File: config.mk
export PLATFORM = sky130hd
export DESIGN_NAME = trap_unit_flat
export DESIGN_NICKNAME = d
export VERILOG_FILES = /design/src/rtl/trap_if.sv /design/src/rtl/trap_unit.sv /design/src/flat_wrapper.sv
export SDC_FILE = /design/constraint.sdc
export NUM_CORES = 1
export LEC_CHECK = 0
export ABC_AREA = 1
export CORE_AREA = 5 5 318 320
export CTS_CLUSTER_SIZE = 16
export DETAILED_ROUTE_END_ITERATION = 8
export DIE_AREA = 0 0 323 325
export GPL_TIMING_DRIVEN = 0
export SLEW_MARGIN = 20
export SYNTH_ARGS = -nofsm -noshare
export SYNTH_HDL_FRONTEND = slang
export SYNTH_SLANG_ARGS = --single-unit
File: constraint.sdc
create_clock -name clk -period 31.2 [get_ports clk]
set_input_delay 4.68 -clock clk [delete_from_list [all_inputs] [get_ports clk]]
set_output_delay 4.68 -clock clk [all_outputs]
set_load 0.005 [all_outputs]
File: src/rtl/trap_if.sv
// Commit-stage / CSR-file side bundle of the trap sequencer: event requests,
// sampled CSR values, the three CSR write ports, fetch redirect and privilege.
interface trap_if #(
  parameter int XLEN = 64
);
  logic            exc_valid;
  logic [3:0]      exc_code;
  logic [XLEN-1:0] exc_pc;
  logic [XLEN-1:0] exc_tval;
  logic            mret_valid;
  logic            commit_bound;
  logic [XLEN-1:0] next_pc;
  logic [XLEN-1:0] mip;
  logic [XLEN-1:0] mie;
  logic [XLEN-1:0] mstatus;
  logic [XLEN-1:0] mtvec;
  logic [XLEN-1:0] mepc;

  logic            req_ready;
  logic            busy;
  logic            wdEn;
  logic            wdEn2;
  logic            wdEn3;
  logic [11:0]     write_target;
  logic [11:0]     write_target2;
  logic [11:0]     write_target3;
  logic [XLEN-1:0] write_data;
  logic [XLEN-1:0] write_data2;
  logic [XLEN-1:0] write_data3;
  logic            redirect_valid;
  logic [XLEN-1:0] redirect_pc;
  logic [1:0]      priv;

  // Commit stage / CSR file view
  modport master (
    output exc_valid, exc_code, exc_pc, exc_tval, mret_valid, commit_bound,
           next_pc, mip, mie, mstatus, mtvec, mepc,
    input  req_ready, busy, wdEn, wdEn2, wdEn3,
           write_target, write_target2, write_target3,
           write_data, write_data2, write_data3,
           redirect_valid, redirect_pc, priv
  );

  // Trap sequencer view
  modport slave (
    input  exc_valid, exc_code, exc_pc, exc_tval, mret_valid, commit_bound,
           next_pc, mip, mie, mstatus, mtvec, mepc,
    output req_ready, busy, wdEn, wdEn2, wdEn3,
           write_target, write_target2, write_target3,
           write_data, write_data2, write_data3,
           redirect_valid, redirect_pc, priv
  );
endinterface

File: src/rtl/trap_unit.sv
// Machine-mode trap sequencer. Accepts an exception, mret or interrupt while
// idle, snapshots the relevant CSRs, then walks a fixed write sequence into
// the CSR file and finishes with a single-cycle fetch redirect.
module trap_unit #(
  parameter int XLEN = 64
) (
  input  logic   clk,
  input  logic   rst,
  trap_if.slave  bus
);

  localparam logic [11:0]     CSR_MSTATUS = 12'h300;
  localparam logic [11:0]     CSR_MEPC    = 12'h341;
  localparam logic [11:0]     CSR_MCAUSE  = 12'h342;
  localparam logic [11:0]     CSR_MTVAL   = 12'h343;
  localparam logic [XLEN-1:0] IRQ_MASK    = XLEN'(12'h888);
  localparam logic [1:0]      PRIV_M      = 2'd3;

  typedef enum logic [1:0] {IDLE, WR0, WR1, REDIR} state_t;

  state_t          state;
  state_t          state_nxt;
  logic [1:0]      priv_q;

  // Snapshot taken at acceptance; the sequence never looks at live inputs.
  logic            lat_mret;
  logic            lat_int;
  logic [3:0]      lat_cause;
  logic [XLEN-1:0] lat_epc;
  logic [XLEN-1:0] lat_tval;
  logic [XLEN-1:0] lat_mstatus;
  logic [XLEN-1:0] lat_mtvec;
  logic [XLEN-1:0] lat_mepc;

  logic [XLEN-1:0] irq_pend;
  logic            irq_any;
  logic            irq_take;
  logic [3:0]      irq_cause;
  logic            accept;

  // mstatus image on trap entry: stash MIE in MPIE, mask interrupts, record MPP.
  function automatic logic [XLEN-1:0] trap_status(input logic [XLEN-1:0] ms,
                                                  input logic [1:0] prv);
    logic [XLEN-1:0] r;
    r        = ms;
    r[7]     = ms[3];
    r[3]     = 1'b0;
    r[12:11] = prv;
    return r;
  endfunction

  // mstatus image on mret: restore MIE from MPIE, set MPIE, drop MPP to U.
  function automatic logic [XLEN-1:0] mret_status(input logic [XLEN-1:0] ms);
    logic [XLEN-1:0] r;
    r        = ms;
    r[3]     = ms[7];
    r[7]     = 1'b1;
    r[12:11] = 2'b00;
    return r;
  endfunction

  // Handler address: direct base, or base + 4*cause for vectored interrupts.
  function automatic logic [XLEN-1:0] trap_target(input logic [XLEN-1:0] tvec,
                                                  input logic is_int,
                                                  input logic [3:0] cause);
    logic [XLEN-1:0] base;
    base = {tvec[XLEN-1:2], 2'b00};
    if (is_int && (tvec[1:0] == 2'b01)) begin
      base = base + {{(XLEN-6){1'b0}}, cause, 2'b00};
    end
    return base;
  endfunction

  assign irq_pend  = bus.mip & bus.mie & IRQ_MASK;
  assign irq_any   = (|irq_pend) && (bus.mstatus[3] || (priv_q != PRIV_M));
  assign irq_take  = bus.commit_bound && irq_any;
  assign irq_cause = irq_pend[11] ? 4'd11 : (irq_pend[3] ? 4'd3 : 4'd7);
  assign accept    = (state == IDLE) && (bus.exc_valid || bus.mret_valid || irq_take);

  // State register.
  always_ff @(posedge clk) begin
    if (rst) state <= IDLE;
    else     state <= state_nxt;
  end

  // Privilege switches at the end of WR0 for both traps and mret.
  always_ff @(posedge clk) begin
    if (rst) begin
      priv_q <= PRIV_M;
    end else if (state == WR0) begin
      priv_q <= lat_mret ? lat_mstatus[12:11] : PRIV_M;
    end
  end

  // Event snapshot; exception outranks mret, which outranks interrupts.
  always_ff @(posedge clk) begin
    if (accept) begin
      lat_mstatus <= bus.mstatus;
      lat_mtvec   <= bus.mtvec;
      lat_mepc    <= bus.mepc;
      if (bus.exc_valid) begin
        lat_mret  <= 1'b0;
        lat_int   <= 1'b0;
        lat_cause <= bus.exc_code;
        lat_epc   <= bus.exc_pc;
        lat_tval  <= bus.exc_tval;
      end else if (bus.mret_valid) begin
        lat_mret  <= 1'b1;
        lat_int   <= 1'b0;
        lat_cause <= 4'd0;
        lat_epc   <= '0;
        lat_tval  <= '0;
      end else begin
        lat_mret  <= 1'b0;
        lat_int   <= 1'b1;
        lat_cause <= irq_cause;
        lat_epc   <= bus.next_pc;
        lat_tval  <= '0;
      end
    end
  end

  // Next-state and state-decoded outputs.
  always_comb begin
    state_nxt          = state;
    bus.wdEn           = 1'b0;
    bus.wdEn2          = 1'b0;
    bus.wdEn3          = 1'b0;
    bus.write_target   = 12'h000;
    bus.write_target2  = 12'h000;
    bus.write_target3  = 12'h000;
    bus.write_data     = '0;
    bus.write_data2    = '0;
    bus.write_data3    = '0;
    bus.redirect_valid = 1'b0;
    bus.redirect_pc    = '0;
    case (state)
      IDLE: begin
        if (accept) state_nxt = WR0;
      end
      WR0: begin
        bus.wdEn3         = 1'b1;
        bus.write_target3 = CSR_MSTATUS;
        if (lat_mret) begin
          bus.write_data3 = mret_status(lat_mstatus);
          state_nxt       = REDIR;
        end else begin
          bus.wdEn          = 1'b1;
          bus.write_target  = CSR_MEPC;
          bus.write_data    = {lat_epc[XLEN-1:2], 2'b00};
          bus.wdEn2         = 1'b1;
          bus.write_target2 = CSR_MCAUSE;
          bus.write_data2   = {lat_int, {(XLEN-5){1'b0}}, lat_cause};
          bus.write_data3   = trap_status(lat_mstatus, priv_q);
          state_nxt         = WR1;
        end
      end
      WR1: begin
        bus.wdEn         = 1'b1;
        bus.write_target = CSR_MTVAL;
        bus.write_data   = lat_tval;
        state_nxt        = REDIR;
      end
      REDIR: begin
        bus.redirect_valid = 1'b1;
        bus.redirect_pc    = lat_mret ? lat_mepc
                                      : trap_target(lat_mtvec, lat_int, lat_cause);
        state_nxt          = IDLE;
      end
      default: state_nxt = IDLE;
    endcase
  end

  assign bus.busy      = (state != IDLE);
  assign bus.req_ready = (state == IDLE) && !rst;
  assign bus.priv      = priv_q;

endmodule

File: src/flat_wrapper.sv
// flat-port wrapper written by rule: the top's interface ports become plain ports
module trap_unit_flat 
#(
  parameter int XLEN = 64
)
  (clk, rst, bus_exc_valid, bus_exc_code, bus_exc_pc, bus_exc_tval, bus_mret_valid, bus_commit_bound, bus_next_pc, bus_mip, bus_mie, bus_mstatus, bus_mtvec, bus_mepc, bus_req_ready, bus_busy, bus_wdEn, bus_wdEn2, bus_wdEn3, bus_write_target, bus_write_target2, bus_write_target3, bus_write_data, bus_write_data2, bus_write_data3, bus_redirect_valid, bus_redirect_pc, bus_priv);
  trap_if #(.XLEN(XLEN)) bus_i ();
  input  logic clk;
  input  logic rst;
  input wire logic [$bits(bus_i.exc_valid)-1:0] bus_exc_valid;
  input wire logic [$bits(bus_i.exc_code)-1:0] bus_exc_code;
  input wire logic [$bits(bus_i.exc_pc)-1:0] bus_exc_pc;
  input wire logic [$bits(bus_i.exc_tval)-1:0] bus_exc_tval;
  input wire logic [$bits(bus_i.mret_valid)-1:0] bus_mret_valid;
  input wire logic [$bits(bus_i.commit_bound)-1:0] bus_commit_bound;
  input wire logic [$bits(bus_i.next_pc)-1:0] bus_next_pc;
  input wire logic [$bits(bus_i.mip)-1:0] bus_mip;
  input wire logic [$bits(bus_i.mie)-1:0] bus_mie;
  input wire logic [$bits(bus_i.mstatus)-1:0] bus_mstatus;
  input wire logic [$bits(bus_i.mtvec)-1:0] bus_mtvec;
  input wire logic [$bits(bus_i.mepc)-1:0] bus_mepc;
  output wire logic [$bits(bus_i.req_ready)-1:0] bus_req_ready;
  output wire logic [$bits(bus_i.busy)-1:0] bus_busy;
  output wire logic [$bits(bus_i.wdEn)-1:0] bus_wdEn;
  output wire logic [$bits(bus_i.wdEn2)-1:0] bus_wdEn2;
  output wire logic [$bits(bus_i.wdEn3)-1:0] bus_wdEn3;
  output wire logic [$bits(bus_i.write_target)-1:0] bus_write_target;
  output wire logic [$bits(bus_i.write_target2)-1:0] bus_write_target2;
  output wire logic [$bits(bus_i.write_target3)-1:0] bus_write_target3;
  output wire logic [$bits(bus_i.write_data)-1:0] bus_write_data;
  output wire logic [$bits(bus_i.write_data2)-1:0] bus_write_data2;
  output wire logic [$bits(bus_i.write_data3)-1:0] bus_write_data3;
  output wire logic [$bits(bus_i.redirect_valid)-1:0] bus_redirect_valid;
  output wire logic [$bits(bus_i.redirect_pc)-1:0] bus_redirect_pc;
  output wire logic [$bits(bus_i.priv)-1:0] bus_priv;
  assign bus_i.exc_valid = bus_exc_valid;
  assign bus_i.exc_code = bus_exc_code;
  assign bus_i.exc_pc = bus_exc_pc;
  assign bus_i.exc_tval = bus_exc_tval;
  assign bus_i.mret_valid = bus_mret_valid;
  assign bus_i.commit_bound = bus_commit_bound;
  assign bus_i.next_pc = bus_next_pc;
  assign bus_i.mip = bus_mip;
  assign bus_i.mie = bus_mie;
  assign bus_i.mstatus = bus_mstatus;
  assign bus_i.mtvec = bus_mtvec;
  assign bus_i.mepc = bus_mepc;
  assign bus_req_ready = bus_i.req_ready;
  assign bus_busy = bus_i.busy;
  assign bus_wdEn = bus_i.wdEn;
  assign bus_wdEn2 = bus_i.wdEn2;
  assign bus_wdEn3 = bus_i.wdEn3;
  assign bus_write_target = bus_i.write_target;
  assign bus_write_target2 = bus_i.write_target2;
  assign bus_write_target3 = bus_i.write_target3;
  assign bus_write_data = bus_i.write_data;
  assign bus_write_data2 = bus_i.write_data2;
  assign bus_write_data3 = bus_i.write_data3;
  assign bus_redirect_valid = bus_i.redirect_valid;
  assign bus_redirect_pc = bus_i.redirect_pc;
  assign bus_priv = bus_i.priv;
  trap_unit #(.XLEN(XLEN)) u_core (.clk(clk), .rst(rst), .bus(bus_i));
endmodule
# --- Word level (Yosys, flattened, before mapping) ---
# Cells that the tools add are included.
classes:
  n_addsub: 1
  n_mux: 31
  n_eq_ne: 6
  reduce_logical: 12
  n_bitwise: 1
op_table:
  columns: ["operator", "n"]
  rows:
  - ["64-bit 2-to-1 mux", 9]
  - ["64-bit case mux with 2 select lines", 1]
  - ["64-bit by 6-bit adder with 64-bit output", 1]
  - ["10-bit 2-to-1 mux", 3]
  - ["12-bit case mux with 2 select lines", 1]
  - ["13-bit 2-to-1 mux", 1]
  - ["12-bit AND", 1]
  - ["12-bit 2-to-1 mux", 1]
  - ["4-bit 2-to-1 mux", 3]
  - ["2-bit case mux with 4 select lines", 1]
  - ["1-bit 2-to-1 mux", 7]
  - ["1-bit logical AND", 5]
  - ["2-bit by 1-bit == test with 1-bit output (second input constant)", 2]
  - ["2-bit == test (second input constant)", 2]
  - ["2-bit 2-to-1 mux", 2]
  - ["1-bit logical OR", 3]
  - ["3-bit 2-to-1 mux", 1]
  - ["3-bit OR reduction", 1]
  - ["2-bit zero test", 1]
  - ["2-bit by 1-bit != test with 1-bit output (second input constant)", 1]
  - ["2-bit != test (second input constant)", 1]
  - ["1-bit case mux with 2 select lines", 1]
  - ["2-bit nonzero test", 1]
  - ["1-bit zero test", 1]
word_totals:
  register_bits: 330
  input_bits: 521
  elab_cells: 61

# --- Logic depth before layout (Yosys ltp) ---
# Gate-level depths: netlist (run 1).
logic_depth:
  word_depth: 8
  ltp_mapped: 13
  depth_no_buf: 13

# --- Least setup slack after synthesis (run 1) ---
# OpenSTA, ideal clock, no wires.
synth_path:
  path_kind: "input-to-reg"
  start: "in bus_exc_valid"
  end: "reg u_core.lat_cause[0], enable pin"
  arrival_time_ns: 20.688
  n_path_buf: 2
  setup_ns: 1.120
  t_required_ns: 30.080
  cell_stages: 4
  slack_ns: 9.392
  path_cell_list: "clkbuf_1 -> nor2_1 -> clkbuf_1 -> a21oi_1"
synth_between:
  elab_chain_len: 3
synth_lines:
  columns: ["element", "line_no", "text"]
  rows:
  - ["start, declared", "flat_wrapper.sv:10", "input wire logic [$bits(bus_i.exc_valid)-1:0] bus_exc_valid;"]
  - ["1-bit logical OR (2 in series)", "trap_unit.sv:78", "assign accept = (state == IDLE) && (bus.exc_valid || bus.mret_valid || irq_take);"]
  - ["1-bit logical AND", "trap_unit.sv:78", null]
  - ["net u_core.accept", "trap_unit.sv:39", "logic accept;"]
  - ["end signal, assigned", "trap_unit.sv:104", "lat_cause <= bus.exc_code;"]
  - ["end signal, assigned", "trap_unit.sv:116", "lat_cause <= irq_cause;"]
  - ["end, declared", "trap_unit.sv:28", "logic [3:0] lat_cause;"]
# The timed path passes the listed nets, and every way through them passes these cells.
# A chain may end at the register's enable or synchronous reset.

# --- Worst setup path in the final report (run 1) ---
layout_path:
  start: "in rst"
  end: "out bus_req_ready"
layout_between:
  elab_chain_len: 2
layout_lines:
  columns: ["element", "line_no", "text"]
  rows:
  - ["start, declared", "flat_wrapper.sv:9", "input logic rst;"]
  - ["1-bit zero test", "trap_unit.sv:175", "assign bus.req_ready = (state == IDLE) && !rst;"]
  - ["1-bit logical AND", "trap_unit.sv:175", null]
  - ["end, declared", "flat_wrapper.sv:22", "output wire logic [$bits(bus_i.req_ready)-1:0] bus_req_ready;"]
# Every way passes these cells.

==> metrics.txt, run 1 <==
number of synthesized register bits=approximately 330; R2R cell count=10; Remaining Overflow, GRT=0; ys flop type=edfxtp_1; DRT Pass-1 Iters=5; total CTS buffers=41; sequential share of power=0.370; post-CTS setup buffers=0; CP max-delay cell=clkdlybuf4s50_1; Netlist cell types=40; CP arrival=5820 ps; WP buf/inv=2; hold_ws=487 ps; Endpoint, Worst Hold=u_core.bus.priv[0]; Initial Util=0.171; core area=0.0978 sq mm; clock-pin transition on the worst setup and hold timing paths=roughly 60 ps; initial antenna violation count=35; synth warn=0; reg2reg setup slack=28,350 ps; Slew @ Worst Pin=877 ps; EDFF count, synth=324; Clock Power Share=0.236; routability cong.=0.888; CP endpoint kind=primary output; Inst Count DP=3,772; share of cells above drive strength 1=0.0933; logic gate share of total power=0.394; final total power=2.08 mW; Critical Path Fanout Max=3; critical path depth=3; Req. time, crit path=~27,000 ps; status=finished clean; routed wire length=86,700 microns; Cell Chain, Critical Path=clkdlybuf4s50_1 > nor2_1 > clkdlybuf4s50_1; Max Cap Viol=0; Hold Startpoint=u_core.lat_mstatus[11]; Ports=821; DRC viols=0; final setup fails=0; Vias=14,900; switch share=0.373; root buf cell=clkbuf_16; post-CTS sizing=0; CTS Buffer Depth=3; Reg-to-Reg End=u_core.lat_mtvec[37]; Max Fclk=95.2 MHz; CP Launch Type=input pin; die width=323 microns; P per Cell Area=78.1 mW/mm^2; kind of critical path=in2out; Post-Syn Instances=about 1,800; Post-synth top cells=nand2_1, edfxtp_1, inv_1; worst hold path class=reg2reg; Synth Cell Area=0.0167 sq mm; CTS H-Tree Depth=2; unrepaired setup endpoints after global routing=false; Max stage delay on crit path=560 ps; count leader, synth=nand2_1; share of the yosys chip area belonging to registers=0.587; hold buffer count at CTS=0; Total Routing Usage GR=0.158; post-detail-place hpwl=73,500 microns; worst vdd ir=0.0489 mV; largest net degree at the start of global routing=23; hold depth=2; Slew headroom=0.413; Slew Viols, Final=0; vias in the first global route=15,100; DR vias/cell=3.85; later-pin clock latency in the skew report=590 ps; Final Critical Period=10,500 ps; asr flop ratio synth=0; area grow syn2layout=59.3%; Hold Fails Final Rpt=0; P_sw=0.777 mW; post-synth top area share=0.582; Port-buffer cells=609; cell-internal power=1.30 mW; CTS tree=built; final net count=roughly 3,000; Leakage=around 11 nW; post-synth top area cell=edfxtp_1; # clock sinks=328; first-pass GRT wire length=116,000 microns; largest cells by area after synthesis=edfxtp_1, nand2_1, inv_1; Syn Area/Cell=9.42 sq um; crit-path most repeated cell=clkdlybuf4s50_1; Initial DRC Count=954; die height=325 microns; r2r startpoint=u_core.state[0]; Routed wire per std cell=22.4 microns; area of the die=0.105 sq mm; Finished Layout Cells=3,864; Row Count=115; Top delay family on crit path=buffers and inverters; Fillers=10,500; antenna-violating nets left=0; Final Cycle Share=0.337; skew final=approximately 27 ps
-- cell type report --
class / count / area (sq um) / area share
inverters: 246 / 925 / 0.0347
diodes: 16 / 40.0 / 0.00150
plain buffers: 165 / 996 / 0.0374
well taps: 1287 / 1610 / 0.0605
multi-input cells: 1119 / 5320 / 0.200
flip-flops and latches: 328 / 9810 / 0.368
clock buffers: 44 / 1040 / 0.0389
clock inverters: 32 / 322 / 0.0121
repair buffers: 627 / 6580 / 0.247
-- state kept, by name (all words and copies together) (netlist names) --
signal              flops
u_core.lat_mtvec       64
u_core.lat_mstatus     64
u_core.lat_int          1
u_core.lat_mepc        64
u_core.lat_cause        4
u_core.lat_mret         1
u_core.lat_epc         62
u_core.bus.priv         2
u_core.state            2
u_core.lat_tval        64
-- worst max path at each step --
stage,startpoint,endpoint,slack [ps]
2_1_floorplan,bus_exc_valid,u_core.lat_cause[0],9390
3_3_place_gp,bus_mret_valid,u_core.lat_mtvec[33],-660
3_5_place_dp,rst,bus_req_ready,20710
4_1_cts,rst,bus_req_ready,20690
5_1_grt,rst,bus_req_ready,20600
6_report,rst,bus_req_ready,20700
-- stage by stage --
stage               TNS (ps)  area, sq um  setup slack (ps)   util
floorplan                  0        17000              9390      -
global placement     -192320        24700              -658  0.253
detailed placement         0        25200             20710  0.258
CTS                        0        26600             20690  0.272
global route               0        26600             20600  0.272
finish                     0        26600             20700  0.272
-- per-layer routing --
| metal | GRT usage | share of wire | up-vias |
|---|---|---|---|
| li1 | - | - | 7214 |
| met1 | 0.172 | 0.38 | 6820 |
| met2 | 0.273 | 0.48 | 676 |
| met3 | 0.0742 | 0.11 | 127 |
| met4 | 0.0500 | 0.035 | 28 |
| met5 | 0 | 0.0023 | - |
-- cell families (layout without fill, tap and decap cells) --
kind of cell	after synthesis	after routing	share of synthesized area
fa+ha+maj	11	11	0.00868
flops	328	328	0.587
compound gates	198	198	0.0756
buf+inv	411	1114	0.115
simple gates	821	821	0.212
other cells	1	100	0.000224
xor+xnor	5	5	0.00262
-- cells in the final DEF, fill, tap and decap left out, types with 10 or more instances in the layout --
cell type and count:
buf_16 17, inv_1 241, clkbuf_1 53, nand3_1 80, clkdlybuf4s50_1 609, buf_4 95, edfxtp_1 324, nand2_1 468
nand4_1 28, nor2_1 177, a22o_1 62, a21oi_1 78, o211ai_1 14, ha_1 10, conb_1 84, o21ai_0 30
clkbuf_16 41, diode_2 16, o21ai_1 10, nand3b_1 11
-- worst min-delay path, cell delays in order, from the launching register on --
cell      delay, ps
edfxtp_1        330
o22ai_1          70
nand2_1          50
-- power groups by stage --
stage               registers, mW  clock network [mW]  logic (mW)
floorplan                   0.877                   0       0.326
global placement            0.996                   0       0.755
detailed placement          0.780                   0       0.845
CTS                         0.772               0.511       0.849
global route                0.786               0.525       0.898
finish                      0.771               0.491       0.819
No activity file was read; power rests on OpenSTA's default activity.
==> run 2: changes to the inputs <==
- clock period: 31.2 -> 10.4 ns (I/O delays scaled with it)
==> metrics.txt, run 2 (synthesized netlist as in run 1, its figures left out) <==
Slew Viols, Final=0 (unchanged); CP endpoint kind=primary output (unchanged); fin area=0.0268 sq mm (was 0.0266 sq mm); later-pin clock latency in the skew report=610 ps (was 590 ps); sequential share of power=0.363 (was 0.370); Slew @ Worst Pin=1070 ps (was 877 ps); core area=0.0978 sq mm (unchanged); hold buffer count at CTS=0 (unchanged); die width=323 microns (unchanged); Reg-to-Reg End=u_core.lat_mepc[60] (was u_core.lat_mtvec[37]); Routed wire per std cell=22.3 microns (was 22.4 microns); Area after DPL=0.0252 sq mm (about the same); r2r startpoint=u_core.state[1] (was u_core.state[0]); share of cells above drive strength 1=0.0943 (was 0.0933); switch share=0.370 (was 0.373); R2R cell count=10 (unchanged); Row Count=115 (unchanged); initial antenna violation count=32 (was 35); largest net degree at the start of global routing=24 (was 23); die height=325 microns (unchanged); CTS Buffer Depth=3 (unchanged); post-placement setup slack=4530 ps (was 20,710 ps); DRT Pass-1 Iters=5 (unchanged); Req. time, crit path=8840 ps (was 26,520 ps); DR vias/cell=3.85 (about the same); hold_ws=479 ps (was 487 ps); final net count=3,063 (was 3,060); Critical Path Sink=bus_write_data[61] (was bus_req_ready); logic gate share of total power=0.388 (was 0.394); CTS tree=built (unchanged); DRC viols=0 (unchanged); crit path from=u_core.state[1] (was rst); Vias=14,900 (about the same); Max Fclk=161 MHz; post-CTS setup buffers=0 (unchanged); commonest non-fill, non-tap cells in the layout=clkdlybuf4s50_1, nand2_1, edfxtp_1 (unchanged); total CTS buffers=43 (was 41); Hold Fails Final Rpt=0 (unchanged); Slew headroom=0.286 (was 0.413); Initial Util=0.171 (unchanged); status=finished clean (unchanged); kind of critical path=reg2out (was in2out); worst vdd ir=0.135 mV (was 0.0489 mV); post-CTS sizing=0 (unchanged); P per Cell Area=237 mW/mm^2 (was 78.1 mW/mm^2); area of the die=0.105 sq mm (unchanged); final core utilization=0.273 (was 0.272); Max Cap Viol=0 (unchanged); Remaining Overflow, GRT=0 (unchanged); setup TNS=0 ps (unchanged); commonest non-fill, non-tap cell in the layout=clkdlybuf4s50_1 (unchanged); Final Cycle Share=0.597; Final Critical Period=6200 ps; Initial DRC Count=820 (was 954); Leakage=11.1 nW (was 11.0 nW); CTS H-Tree Depth=2 (unchanged); CP Launch Type=register (was input pin); # clock sinks=328 (unchanged); P_sw=2.35 mW (was 0.777 mW); skew final=22.3 ps (was 26.7 ps); routed wire length=86,300 microns (was 86,700 microns); cell-internal power=3.99 mW (was 1.30 mW); reg2reg setup slack=7530 ps (was 28,350 ps); final setup fails=0 (unchanged); Ports=821 (unchanged); Port-buffer cells=609 (unchanged); Total Routing Usage GR=0.157 (was 0.158); Critical Path Fanout Max=14 (was 3); first-pass GRT wire length=115,000 microns (was 116,000 microns); area grow syn2layout=60.0% (was 59.3%); vias in the first global route=14,900 (was 15,100); post-detail-place hpwl=72,800 microns (was 73,500 microns); CP arrival=4640 ps (was 5820 ps); worst hold path class=reg2reg (unchanged); unrepaired setup endpoints after global routing=false (unchanged); Clock Power Share=0.249 (was 0.236); routability cong.=0.870 (was 0.888); antenna-violating nets left=0 (unchanged); root buf cell=clkbuf_16 (unchanged); clock-pin transition on the worst setup and hold timing paths=60 ps (about the same); PnR worst setup slack=4200 ps (was 20,700 ps)
run 2: changes by cell type in the layout (fill, tap and decap cells not counted), sizes merged:
cell      previous run  this run
inv                247       253
clkbuf              96       101
clkinv              20        15
clkinvlp             7         4
buf                131       132
bufinv               4         5
diode               16        15
run 2: worst min path at each step:
stage	startpoint	end	depth (start not counted)
after floorplan	u_core.lat_mstatus[11]	u_core.bus.priv[0]	2
after global placement	u_core.lat_mstatus[11]	u_core.bus.priv[0]	2
after detailed placement	u_core.lat_mstatus[12]	u_core.bus.priv[1]	2
after CTS	u_core.lat_mstatus[12]	u_core.bus.priv[1]	2
after global routing	u_core.lat_mstatus[11]	u_core.bus.priv[0]	2
final	u_core.lat_mstatus[12]	u_core.bus.priv[1]	2
run 2: critical path, cell delays in order (launching register included):
cell             delay (ps)
dfxtp_1                 360
inv_1                   150
ha_1                    490
inv_1                   460
nor2_1                  840
buf_2                   560
nand2_1                 110
a21oi_1                 150
clkdlybuf4s50_1         860
run 2: through the flow:
stage	cells	power (mW)
4_1_cts	3853	6.49
3_5_place_dp	3773	4.86
6_report	3868	6.34
2_1_floorplan	1858	3.33
5_1_grt	3856	6.71
3_3_place_gp	3754	4.79
run 2: area by class of cell:
cell class / instances / area (sq um)
Antenna cell: 15 / 37.5
Clock buffer: 49 / 1120
Timing Repair Buffer: 628 / 6570
Sequential cell: 328 / 9810
Multi-Input combinational cell: 1119 / 5320
Tap cell: 1287 / 1610
Buffer: 165 / 995
Fill cell: 10500 / 71100
Inverter: 246 / 925
Clock inverter: 31 / 368
run 2: power groups by stage:
stage	Combinational, mW	Sequential (mW)	Clock (mW)
floorplan	0.980	2.35	0
global placement	2.26	2.53	0
detailed placement	2.53	2.33	0
CTS	2.54	2.30	1.64
global route	2.68	2.34	1.69
finish	2.46	2.30	1.58
run 2: layer usage:
| metal | up-vias | share of wire | GRT usage |
|---|---|---|---|
| met5 | - | 0.0013 | 0 |
| met4 | 16 | 0.034 | 0.0516 |
| met3 | 129 | 0.11 | 0.0673 |
| met2 | 706 | 0.47 | 0.269 |
| met1 | 6811 | 0.38 | 0.176 |
| li1 | 7230 | - | - |
==> run 3: changes to the inputs <==
- clock period: 10.4 -> 6.1 ns (I/O delays scaled with it)
==> metrics.txt, run 3 (synthesized netlist as in run 1, its figures left out) <==
cell-internal power=6.86 mW (was 3.99 mW); DRT Pass-1 Iters=5 (unchanged); unrepaired setup endpoints after global routing=false (unchanged); CP arrival=4600 ps (was 4640 ps); Hold Fails Final Rpt=0 (unchanged); Port-buffer cells=609 (unchanged); crit path from=u_core.state[1] (unchanged); later-pin clock latency in the skew report=590 ps (was 610 ps); skew final=15.1 ps (was 22.3 ps); Final Cycle Share=0.903; Routed wire per std cell=22.9 microns (was 22.3 microns); Initial DRC Count=1,146 (was 820); area of the die=0.105 sq mm (unchanged); P per Cell Area=407 mW/mm^2 (was 237 mW/mm^2); Slew @ Worst Pin=972 ps (was 1070 ps); fin area=0.0268 sq mm (about the same); die height=325 microns (unchanged); routed wire length=88,500 microns (was 86,300 microns); final setup fails=0 (unchanged); final net count=3,063 (unchanged); kind of critical path=reg2out (unchanged); grt met3 use=0.0660 (was 0.0673); setup TNS=0 ps (unchanged); CP Launch Type=register (unchanged); Reg-to-Reg End=u_core.lat_mepc[41] (was u_core.lat_mepc[60]); Critical Path Fanout Max=10 (was 14); CTS Buffer Depth=3 (unchanged); gr busiest metal=met2 (unchanged); Inst Count DP=3,773 (unchanged); Total Routing Usage GR=0.161 (was 0.157); die width=323 microns (unchanged); Critical Path Sink=bus_write_data[35] (was bus_write_data[61]); worst hold path class=reg2reg (unchanged); commonest non-fill, non-tap cells in the layout=clkdlybuf4s50_1, nand2_1, edfxtp_1 (unchanged); r2r startpoint=u_core.state[0] (was u_core.state[1]); status=finished clean (unchanged); Initial Util=0.171 (unchanged); CP endpoint kind=primary output (unchanged); post-detail-place hpwl=74,600 microns (was 72,800 microns); met1 Track Usage GR=0.183 (was 0.176); share of cells above drive strength 1=0.0945 (was 0.0943); area grow syn2layout=60.1% (was 60.0%); largest net degree at the start of global routing=24 (unchanged); Fillers=10,500 (about the same); Remaining Overflow, GRT=0 (unchanged); PnR worst setup slack=590 ps (was 4200 ps); total CTS buffers=43 (unchanged); R2R cell count=11 (was 10); Vias=15,100 (was 14,900); Area after DPL=0.0253 sq mm (was 0.0252 sq mm); Max Cap Viol=0 (unchanged); logic gate share of total power=0.388 (about the same); CTS H-Tree Depth=2 (unchanged); Max Fclk=181 MHz; reg2reg setup slack=3460 ps (was 7530 ps); antenna-violating nets left=0 (unchanged); DR vias/cell=3.92 (was 3.85); Slew headroom=0.352 (was 0.286); Clock Power Share=0.247 (was 0.249); Ports=821 (unchanged); worst vdd ir=0.289 mV (was 0.135 mV); core area=0.0978 sq mm (unchanged); vias in the first global route=15,000 (was 14,900); switch share=0.371 (was 0.370); commonest non-fill, non-tap cell in the layout=clkdlybuf4s50_1 (unchanged); routability cong.=0.903 (was 0.870); DRC viols=0 (unchanged); post-placement setup slack=670 ps (was 4530 ps); P_sw=4.04 mW (was 2.35 mW); met2 Use GR=0.278 (was 0.269); Row Count=115 (unchanged); Finished Layout Cells=3,866 (was 3,868); # clock sinks=328 (unchanged); Req. time, crit path=5180 ps (was 8840 ps); initial antenna violation count=32 (unchanged); CTS tree=built (unchanged); root buf cell=clkbuf_16 (unchanged); clock-pin transition on the worst setup and hold timing paths=60 ps (about the same); hold depth=2 (unchanged); sequential share of power=0.365 (was 0.363); Slew Viols, Final=0 (unchanged); Final Critical Period=5510 ps; Leakage=11.1 nW (about the same); first-pass GRT wire length=118,000 microns (was 115,000 microns)
-- run 3: cell types whose count changed in the layout (fill, tap and decap cells not counted), sizes merged --
cell	delta
clkinv	-1
bufinv	+2
clkbuf	+2
diode	+2
inv	-7
-- run 3: worst min path at each step --
stage / slack, ps / to / start
global route: 530 / u_core.bus.priv[0] / u_core.lat_mstatus[11]
floorplan: 440 / u_core.bus.priv[0] / u_core.lat_mstatus[11]
global placement: 450 / u_core.bus.priv[0] / u_core.lat_mstatus[11]
finish: 480 / u_core.bus.priv[0] / u_core.lat_mstatus[11]
CTS: 500 / u_core.bus.priv[0] / u_core.lat_mstatus[11]
detailed placement: 460 / u_core.bus.priv[0] / u_core.lat_mstatus[11]
-- run 3: worst max-delay path: stages, from the launching register on --
cell	delay, ps
dfxtp_1	350
inv_1	140
ha_1	640
inv_1	550
nor2_2	610
clkbuf_1	580
nand2_1	110
a21oi_1	260
clkdlybuf4s50_1	720
-- run 3: through the flow --
stage	power, mW	hold WS, ps	util
4_1_cts	11.1	498	0.273
3_3_place_gp	7.75	455	0.253
5_1_grt	11.5	526	0.273
3_5_place_dp	8.35	464	0.258
6_report	10.9	481	0.274
2_1_floorplan	5.68	440	-
-- run 3: repair_timing --
item / CTS / global route
setup endpoints to repair: 2 / 0
hold buffers: 0 / 0
buffers inserted: 0 / 0
resized for setup: 1 / 0
-- run 3: layout make-up --
type                            instances  area (sq um)  area share
Inverter                              246           925      0.0345
Buffer                                165          1020      0.0379
Antenna cell                           17          42.5     0.00159
Tap cell                             1287          1610      0.0601
Multi-Input combinational cell       1119          5330       0.199
Sequential cell                       328          9810       0.366
Clock inverter                         25           347      0.0129
Clock buffer                           51          1110      0.0413
Timing Repair Buffer                  628          6590       0.246
-- run 3: metal layers --
metal | wire length, microns | vias to the layer above
met5 | 103 | -
met2 | 42600 | 743
li1 | - | 7224
met1 | 33300 | 7032
met3 | 10000 | 128
met4 | 2400 | 16
-- run 3: power groups by stage --
stage	sequential, mW	combinational, mW	clock (mW)
3_5_place_dp	4.02	4.33	0
5_1_grt	4.04	4.60	2.86
3_3_place_gp	4.13	3.62	0
2_1_floorplan	4.01	1.67	0
4_1_cts	3.98	4.35	2.79
6_report	3.97	4.23	2.69
